<file path="src/rtl/resampler_pkg.sv">
// resampler_pkg: constants shared by resampler_1ch and the frame scheduler
package resampler_pkg;
  localparam int SAMPLE_W = 24;
  localparam logic [2:0] ST_IDLE    = 3'd0;
  localparam logic [2:0] ST_ISSUE   = 3'd1;
  localparam logic [2:0] ST_WAIT    = 3'd2;
  localparam logic [2:0] ST_NEXT    = 3'd3;
  localparam logic [2:0] ST_PRESENT = 3'd4;
  localparam int FIR_TAPS = 16;
  localparam int FIR_PHASES = 8;
  localparam int COEF_W = 18;
  localparam int ACC_W = SAMPLE_W + COEF_W + $clog2(FIR_TAPS);
  typedef logic [SAMPLE_W-1:0] sample_t;
endpackage

</file>
<file path="src/rtl/resampler_sched.sv">
// resampler_sched: pops each resampler channel in turn per tick and hands the mixer one frame
module resampler_sched
  import resampler_pkg::*;
#(
  parameter int NUM_CH       = 2,
  parameter int NUM_CH_LOG2  = 1,
  parameter int TIMEOUT      = 64,
  parameter int TIMEOUT_LOG2 = 6
) (
  input  logic                       clk,
  input  logic                       rst,
  input  logic                       tick_i,
  output logic [NUM_CH-1:0]          pop_o,
  input  logic [NUM_CH-1:0]          ack_i,
  input  logic [SAMPLE_W*NUM_CH-1:0] data_i,
  output logic                       frame_valid_o,
  input  logic                       frame_ready_i,
  output logic [SAMPLE_W*NUM_CH-1:0] frame_data_o,
  output logic                       overrun_o,
  output logic                       timeout_o,
  input  logic                       clr_err_i
);
  logic [2:0] state_q, state_d;
  logic [NUM_CH_LOG2-1:0] ch_q, ch_d;
  logic [TIMEOUT_LOG2-1:0] cnt_q, cnt_d;
  logic [SAMPLE_W*NUM_CH-1:0] frame_q, frame_d;
  logic ovr_q, ovr_d, to_q, to_d;
  logic ack, last, expired;
  assign ack = ack_i[ch_q];
  assign last = ch_q == NUM_CH_LOG2'(NUM_CH - 1);
  assign expired = cnt_q == TIMEOUT_LOG2'(TIMEOUT - 1);
  always_comb begin
    state_d = state_q;
    ch_d = ch_q;
    cnt_d = cnt_q;
    frame_d = frame_q;
    ovr_d = (tick_i && state_q != ST_IDLE) || (ovr_q && !clr_err_i);
    to_d = to_q && !clr_err_i;
    case (state_q)
      ST_IDLE: if (tick_i) begin
        state_d = ST_ISSUE;
        ch_d = '0;
      end
      ST_ISSUE: begin
        cnt_d = '0;
        state_d = ST_WAIT;
      end
      ST_WAIT: if (ack) begin
        frame_d[SAMPLE_W*int'(ch_q) +: SAMPLE_W] = data_i[SAMPLE_W*int'(ch_q) +: SAMPLE_W];
        state_d = ST_NEXT;
      end else if (expired) begin
        frame_d[SAMPLE_W*int'(ch_q) +: SAMPLE_W] = '0;
        to_d = 1'b1;
        state_d = ST_NEXT;
      end else begin
        cnt_d = cnt_q + TIMEOUT_LOG2'(1);
      end
      ST_NEXT: begin
        state_d = last ? ST_PRESENT : ST_ISSUE;
        ch_d = last ? ch_q : ch_q + NUM_CH_LOG2'(1);
      end
      ST_PRESENT: if (frame_ready_i) state_d = ST_IDLE;
      default: state_d = ST_IDLE;
    endcase
  end
  always_ff @(posedge clk or posedge rst) begin
    if (rst) begin
      state_q <= ST_IDLE;
      ch_q <= '0;
      cnt_q <= '0;
      frame_q <= '0;
      ovr_q <= 1'b0;
      to_q <= 1'b0;
    end else begin
      state_q <= state_d;
      ch_q <= ch_d;
      cnt_q <= cnt_d;
      frame_q <= frame_d;
      ovr_q <= ovr_d;
      to_q <= to_d;
    end
  end
  // pop comes straight from registers so it is glitch-free and one-hot by construction
  assign pop_o = (state_q == ST_ISSUE) ? NUM_CH'(1) << ch_q : '0;
  assign frame_valid_o = state_q == ST_PRESENT;
  assign frame_data_o = frame_q;
  assign overrun_o = ovr_q;
  assign timeout_o = to_q;
endmodule

</file>
<file path="config.mk">
export PLATFORM = sky130hd
export DESIGN_NAME = resampler_sched
export DESIGN_NICKNAME = d
export VERILOG_FILES = /design/src/rtl/resampler_pkg.sv /design/src/rtl/resampler_sched.sv
export SDC_FILE = /design/constraint.sdc
export NUM_CORES = 1
export LEC_CHECK = 0
export ABC_CLOCK_PERIOD_IN_PS = 1600
export BUFFER_PORTS_ARGS = -buffer_cell sky130_fd_sc_hd__buf_4
export CORE_AREA = 2 2 81 83
export DETAILED_ROUTE_END_ITERATION = 12
export DIE_AREA = 0 0 83 85
export PLACE_DENSITY = 0.71
export REMOVE_ABC_BUFFERS = 1
export SETUP_SLACK_MARGIN = 0.4
export SLEW_MARGIN = 0
export SYNTH_ARGS = -nofsm -noshare
export SYNTH_HDL_FRONTEND = slang
export SYNTH_SLANG_ARGS = --single-unit
</file>
<file path="constraint.sdc">
create_clock -name clk -period 1.6 [get_ports clk]
set_input_delay 0.08 -clock clk [delete_from_list [all_inputs] [get_ports clk]]
set_output_delay 0.08 -clock clk [all_outputs]
set_load 0.05 [all_outputs]
</file>
==> flow_metrics.tcl, run 1 <==
set metrics [dict create \
    cp_num_cells 7 \
    power.leakage_nw 2.30 \
    synth-seq-area-share_pct 62.4 \
    status "finished, violations left" \
    insertedDiodeCount 0 \
    h-tree-depth 3 \
    synth_warnings 0 \
    cts_sinks 60 \
    yosys_register_bits 60 \
    fmax_ghz 0.605 \
    cts_buffers 9 \
    multi_input_area_um2 942 \
    row_count 29 \
    worstSkewPairLatency_ns 0.34 \
    core_area_um2 6200 \
    synth_area_um2 2410 \
    seqCellArea_um2 1500 \
    finalCritPeriodShare_pct 103 \
    hold_depth 3 \
    overflow 0 \
    die_area_um2 7060 \
    cp_data_required_time_ns 1.83 \
    slowest_stage "dfrtp_1" \
    fin_area_um2 4620 \
    utilization_pct 74.5 \
    vias_per_cell 5.07 \
    fin_crit_ns 1.65 \
    drc_errors 0 \
    grt_pass1_wl_um 11800 \
    hold_path.class "primary input to flip-flop" \
    rsz0062_at_grt "yes" \
    die_h_um 85 \
    dr.pass1.iters 4 \
    synthArstFlopShare_pct 100 \
    syn_to_final_growth_pct 92.0 \
    hold_viol 0 \
    dpl.hpwl_um 4030 \
    drt-total-wl_um 8020 \
    drtAntennaViolNets 0 \
    synth_edf_count 0 \
    fillers 415 \
    max_stage_delay_ns 0.36 \
    path_max_fanout 6 \
    skew_ns 0.0114 \
    violations "setup timing" \
    final_cell_mix "buf_4 (115), dfrtp_1 (60), dlygate4sd3_1 (51), a22o_1 (47), buf_6 (18)" \
    worstSetupPathType "flip-flop to flip-flop" \
    antenna_found_initial 0 \
    port_buffers 107 \
    cp-start-kind "flip-flop" \
    maxCapViolCount 0 \
    layout_setup_ws_ns -0.0520 \
    finalMaxSlewViolations 0 \
    crit_arrival_ns 1.88 \
    drtIter0Drc 78 \
    path_clk_slew_ns 0.07 \
    synthFlopType "dfrtp_1" \
    final_common_cell "buf_4" \
    r2r-start "cnt_q[0]" \
    dpl_cell_area_um2 3350 \
    initial_core_util_pct 38.8 \
    ir_drop_mv 1.26 \
    drive_above_1_share_pct 51.1 \
    setup-violations-final 49 \
    cts-root-buf "clkbuf_8" \
    cts_tree "yes" \
    p_per_area_nw_per_um2 2170 \
    via_count 2297 \
    gr-usage-all-layers_pct 21.3 \
    gp_congestion 0.827 \
    wl_per_cell_um 17.7 \
    finalNetCount 428 \
    synth_cell_types 33 \
    end_kind "flip-flop" \
    design.portCount 108 \
    hold_end "overrun_o" \
    max_slew_margin_pct 64.2 \
    syn_inst 178 \
    hp-start "tick_i" \
    synth_area_per_cell_um2 13.5 \
    grt_pass1_vias 2380 \
    grt_max_degree 36 \
    critical_path_buf_inv_count 2 \
    cts_max_path_buffers 2 \
    r2r_end "frame_data_o[29]" \
    tightest_slew_ns 0.537 \
    ff2ff_path_depth 7 \
    die_x_um 83 \
    cp_cell_sequence "ha_2 > and3_4 > and3_4 > o211ai_4 > buf_12 > buf_12 > a22o_1" \
    crit_family "simple AND/OR/NAND/NOR gates" \
    reg2reg_slack_ns -0.05 \
]
## worst max path at each step
stage	startpoint	endpoint	slack [ns]
finish	cnt_q[0]	frame_data_o[29]	-0.05
global route	cnt_q[1]	frame_data_o[29]	-0.10
CTS	cnt_q[1]	frame_data_o[10]	-0.02
detailed placement	cnt_q[0]	frame_data_o[41]	-0.04
global placement	cnt_q[0]	frame_data_o[30]	0.03
floorplan	cnt_q[0]	frame_data_o[24]	-0.26
## power by group
group | switching [mW] | internal [mW] | total [mW]
combinational | 3.59 | 2.33 | 5.92
sequential | 0.418 | 2.18 | 2.60
clock | 0.564 | 0.950 | 1.51
total | 4.57 | 5.45 | 10.0
## Yosys cell counts, types with 2 or more instances
library cell  count  area, um^2
buf_12            3        60.1
nor2_1            4        15.0
o311ai_1          2        17.5
a22o_1           47         412
inv_1             8        30.0
o31ai_1           3        22.5
dfrtp_1          60        1500
a21oi_1           3        15.0
o21ai_0           2        10.0
mux2i_1           3        30.0
nand3_1           3        15.0
and3_1            6        37.5
nand2_1           6        22.5
o22ai_1           2        12.5
buf_2             8        40.0
## cell type report
class                      instances  area share [%]
tap                               77            2.08
clock inverter                     4            1.57
sequential                        60            32.5
timing repair buffer             196            39.6
clock buffer                      11            3.27
multi-input combinational         97            20.4
inverter                           8           0.650
## stage by stage
step | setup TNS, ns | worst slack, ns | hold WS [ns] | instances | total power, mW
4_1_cts | -0.0710 | -0.0164 | 0.00748 | 445 | 9.59
6_report | -1.31 | -0.0520 | 0.0318 | 453 | 10.0
5_1_grt | -3.91 | -0.104 | 0.0256 | 453 | 10.4
3_5_place_dp | -0.665 | -0.0444 | 0.160 | 364 | 7.38
2_1_floorplan | -11.64 | -0.258 | 0.164 | 165 | 5.74
3_3_place_gp | 0 | 0.0274 | 0.157 | 364 | 7.33
## state kept, by name (all words and copies together), names as in the netlist
register and count:
overrun_o 1, timeout_o 1, frame_data_o 48, ch_q 1
state_q 3, cnt_q 6
## cell families after synthesis
group / count (synthesis) / synth area share (%)
AOI/OAI and AO/OA: 67 / 23.3
xor gates and xnor gates: 1 / 0.364
adders and majority gates: 1 / 0.520
buffers and inverters: 21 / 6.19
DFF: 60 / 62.4
muxes: 3 / 1.25
and+or+nand+nor: 25 / 5.98
## worst register-to-register path: cells and delay by family (launching register included)
kind,cells,cell delay [ns]
flops,1,0.36
buf+inv,2,0.29
fa+ha+maj,1,0.19
compound gates,2,0.29
simple gates,2,0.41
## what timing repair did
action,CTS,global route
cloned,3,1
pin swaps,10,9
hold buffers,51,0
resized for setup,42,24
buffers inserted,12,7
setup endpoints to repair,59,63
hold endpoints to repair,76,0
## layer usage
layer	track usage (%)	wire [um]
met1	25.1	3330
met2	37.8	4060
met3	5.93	438
met4	7.00	201
met5	0	0
Power figures use the tool's default switching activity.
==> run 2: changes to the inputs <==
--- a/config.mk
+++ b/config.mk
@@ -5,12 +5,14 @@
 export SDC_FILE = /design/constraint.sdc
 export NUM_CORES = 1
 export LEC_CHECK = 0
-export ABC_CLOCK_PERIOD_IN_PS = 1600
+export ABC_CLOCK_PERIOD_IN_PS = 1900
 export BUFFER_PORTS_ARGS = -buffer_cell sky130_fd_sc_hd__buf_4
-export CORE_AREA = 2 2 81 83
+export CELL_PAD_IN_SITES_DETAIL_PLACEMENT = 1
+export CELL_PAD_IN_SITES_GLOBAL_PLACEMENT = 1
+export CORE_AREA = 2 2 83 85
 export DETAILED_ROUTE_END_ITERATION = 12
-export DIE_AREA = 0 0 83 85
-export PLACE_DENSITY = 0.71
+export DIE_AREA = 0 0 85 87
+export PLACE_DENSITY_LB_ADDON = 0.1
 export REMOVE_ABC_BUFFERS = 1
 export SETUP_SLACK_MARGIN = 0.4
 export SLEW_MARGIN = 0
==> constraint.sdc (replaced) <==
create_clock -name clk -period 1.9 [get_ports clk]
set_input_delay 0.095 -clock clk [delete_from_list [all_inputs] [get_ports clk]]
set_output_delay 0.095 -clock clk [all_outputs]
set_load 0.05 [all_outputs]
==> run 2 against run 1 <==
The run ends with hold timing left. Power decreased by 14%. Combinational power fell by 17%. Clock power is 8% lower. Worst setup slack improved by 0.085 ns. Routed wire length increased by 39%. Utilization decreased by 3.6 points. Sequential share of layout area fell by 0.15 points. Critical path type unchanged. Critical endpoint is now frame_data_o[24]. Largest cell class unchanged. Largest power group unchanged.
==> flow_metrics.tcl, run 2 (same netlist as run 1, synthesis figures left out) <==
set metrics [dict create \
    finalMaxSlewViolations 0 \
    finalNetCount 434 \
    p_switching_mw 4.10 \
    maxCapViolCount 0 \
    antenna_found_initial 0 \
    p_comb_share_pct 57.3 \
    cts_max_path_buffers 2 \
    finalCritPeriodShare_pct 98.3 \
    fmax_ghz 0.536 \
    drc_errors 0 \
    max_slew_margin_pct 59.9 \
    power.leakage_nw 2.33 \
    skew_ns 0.00831 \
    design.portCount 108 \
    pwr-share-seq_pct 26.6 \
    insertedDiodeCount 0 \
    core_area_um2 6570 \
    syn_to_final_growth_pct 93.4 \
    via_count 2460 \
    port_buffers 107 \
    hold_viol 1 \
    fillers 613 \
    p_per_area_nw_per_um2 1850 \
    vias_per_cell 5.31 \
    h-tree-depth 3 \
    end_kind "flip-flop" \
    final_cell_mix "buf_4 (129), dfrtp_1 (57), dlygate4sd3_1 (48), a22o_1 (46), clkbuf_8 (12)" \
    rsz0062_at_grt "yes" \
    largest_reg_flops 48 \
    drtIter0Drc 90 \
    dpl.hpwl_um 4600 \
    ir_drop_mv 1.46 \
    intPower_mw 4.53 \
    hold_ws_ns -0.000255 \
    worstSetupPathType "flip-flop to flip-flop" \
    initial_core_util_pct 36.6 \
    fin_crit_ns 1.87 \
    setup-violations-final 0 \
    gr-usage-all-layers_pct 27.7 \
    top_layer "met4" \
    drt-met1-wl_um 4220 \
    drt-total-wl_um 11200 \
    grt_pass1_vias 2699 \
    die_h_um 87 \
    met3_length_um 610 \
    gp_congestion 0.737 \
    cts_sinks 60 \
    switching_share_pct 47.5 \
    cts_buffers 9 \
    wl_met2_um 6050 \
    crit_arrival_ns 2.09 \
    grt_max_degree 36 \
    drtAntennaViolNets 0 \
    path_clk_slew_ns 0.07 \
    path_max_fanout 6 \
    wl_per_cell_um 24.2 \
    worstSkewPairLatency_ns 0.34 \
    drive_above_1_share_pct 51.7 \
    power.share.clock_pct 16.1 \
    die_x_um 85 \
    cp-start-kind "flip-flop" \
    setup_tns_ns 0 \
    final_common_cell "buf_4" \
    cp_data_required_time_ns 2.12 \
    grt_pass1_wl_um 15300 \
    dr.pass1.iters 4 \
    row_count 30 \
    overflow 0 \
    violations "hold timing" \
    cts_tree "yes" \
    hold_path.class "primary input to flip-flop" \
    die_area_um2 7400 \
    status "finished, violations left" \
    tightest_slew_ns 0.601 \
    cts-root-buf "clkbuf_8" \
]
==> run 2: cell count changes in the layout (fill, tap and decap cells not counted), moves of 3 or more <==
cell,change
o21ai_4,+3
dfrtp_1,-3
dfrtp_2,+3
buf_4,+14
buf_6,-7
dlygate4sd3_1,-3
==> run 2: per-layer routing <==
metal | GRT usage [%] | vias to the layer above
met5 | 0 | -
met4 | 10.7 | 0
met3 | 6.35 | 25
met2 | 51.0 | 116
met1 | 30.9 | 1237
li1 | - | 1082
==> run 2: final cells by class <==
| type | instances | area [um^2] | area share (%) |
|---|---|---|---|
| Multi-Input combinational cell | 100 | 967 | 20.8 |
| Clock buffer | 12 | 165 | 3.55 |
| Clock inverter | 4 | 70.1 | 1.50 |
| Inverter | 8 | 30.0 | 0.645 |
| Sequential cell | 60 | 1510 | 32.3 |
| Timing Repair Buffer | 199 | 1820 | 39.0 |
| Tap cell | 80 | 100 | 2.15 |
==> run 2: worst max-delay path, cell delays in order (launching register included) <==
cell,delay (ns)
dfrtp_1,0.38
ha_2,0.20
and3_4,0.19
and3_4,0.20
buf_6,0.11
o211ai_4,0.09
buf_6,0.15
buf_6,0.12
buf_16,0.13
a22o_1,0.21
==> run 2: repair_timing <==
| item | 4_1_cts | 5_1_grt |
|---|---|---|
| buffers inserted | 19 | 10 |
| endpoints found under the hold margin | 72 | 2 |
| gates resized for setup | 40 | 14 |
| cloned | 7 | 0 |
| hold buffers | 46 | 2 |
| setup endpoints to repair | 57 | 58 |
| pin swaps | 13 | 22 |
==> run 2: final timing paths <==
kind                       slack, ns            start          endpoint  cells after the start
max reg2reg                     0.03         cnt_q[0]  frame_data_o[24]                      9
min in group asynchronous       0.40              rst          cnt_q[4]                      3
min                          -0.0003       data_i[45]  frame_data_o[45]                      2
max                             0.03         cnt_q[0]  frame_data_o[24]                      9
max in group asynchronous       0.88              rst  frame_data_o[17]                      4
min reg2reg                     0.50  frame_data_o[7]   frame_data_o[7]                      1
==> run 2: metrics by stage <==
| step | cell area, um^2 | utilization [%] | std cells | total power, mW | setup slack (ns) |
|---|---|---|---|---|---|
| 2_1_floorplan | 2290 | - | 165 | 4.83 | 0.0420 |
| 3_3_place_gp | 3310 | 50.4 | 363 | 6.12 | -0.144 |
| 3_5_place_dp | 3310 | 50.4 | 363 | 6.19 | -0.228 |
| 4_1_cts | 4480 | 68.2 | 451 | 8.13 | 0.0924 |
| 5_1_grt | 4660 | 70.9 | 463 | 8.93 | -0.00761 |
| 6_report | 4660 | 70.9 | 463 | 8.63 | 0.0326 |
==> run 2: power by group through the flow <==
stage	combinational (mW)	sequential, mW	clock, mW
2_1_floorplan	0.897	3.93	0
6_report	4.94	2.30	1.39
5_1_grt	5.11	2.34	1.47
3_3_place_gp	3.90	2.22	0
4_1_cts	4.58	2.20	1.35
3_5_place_dp	3.98	2.21	0
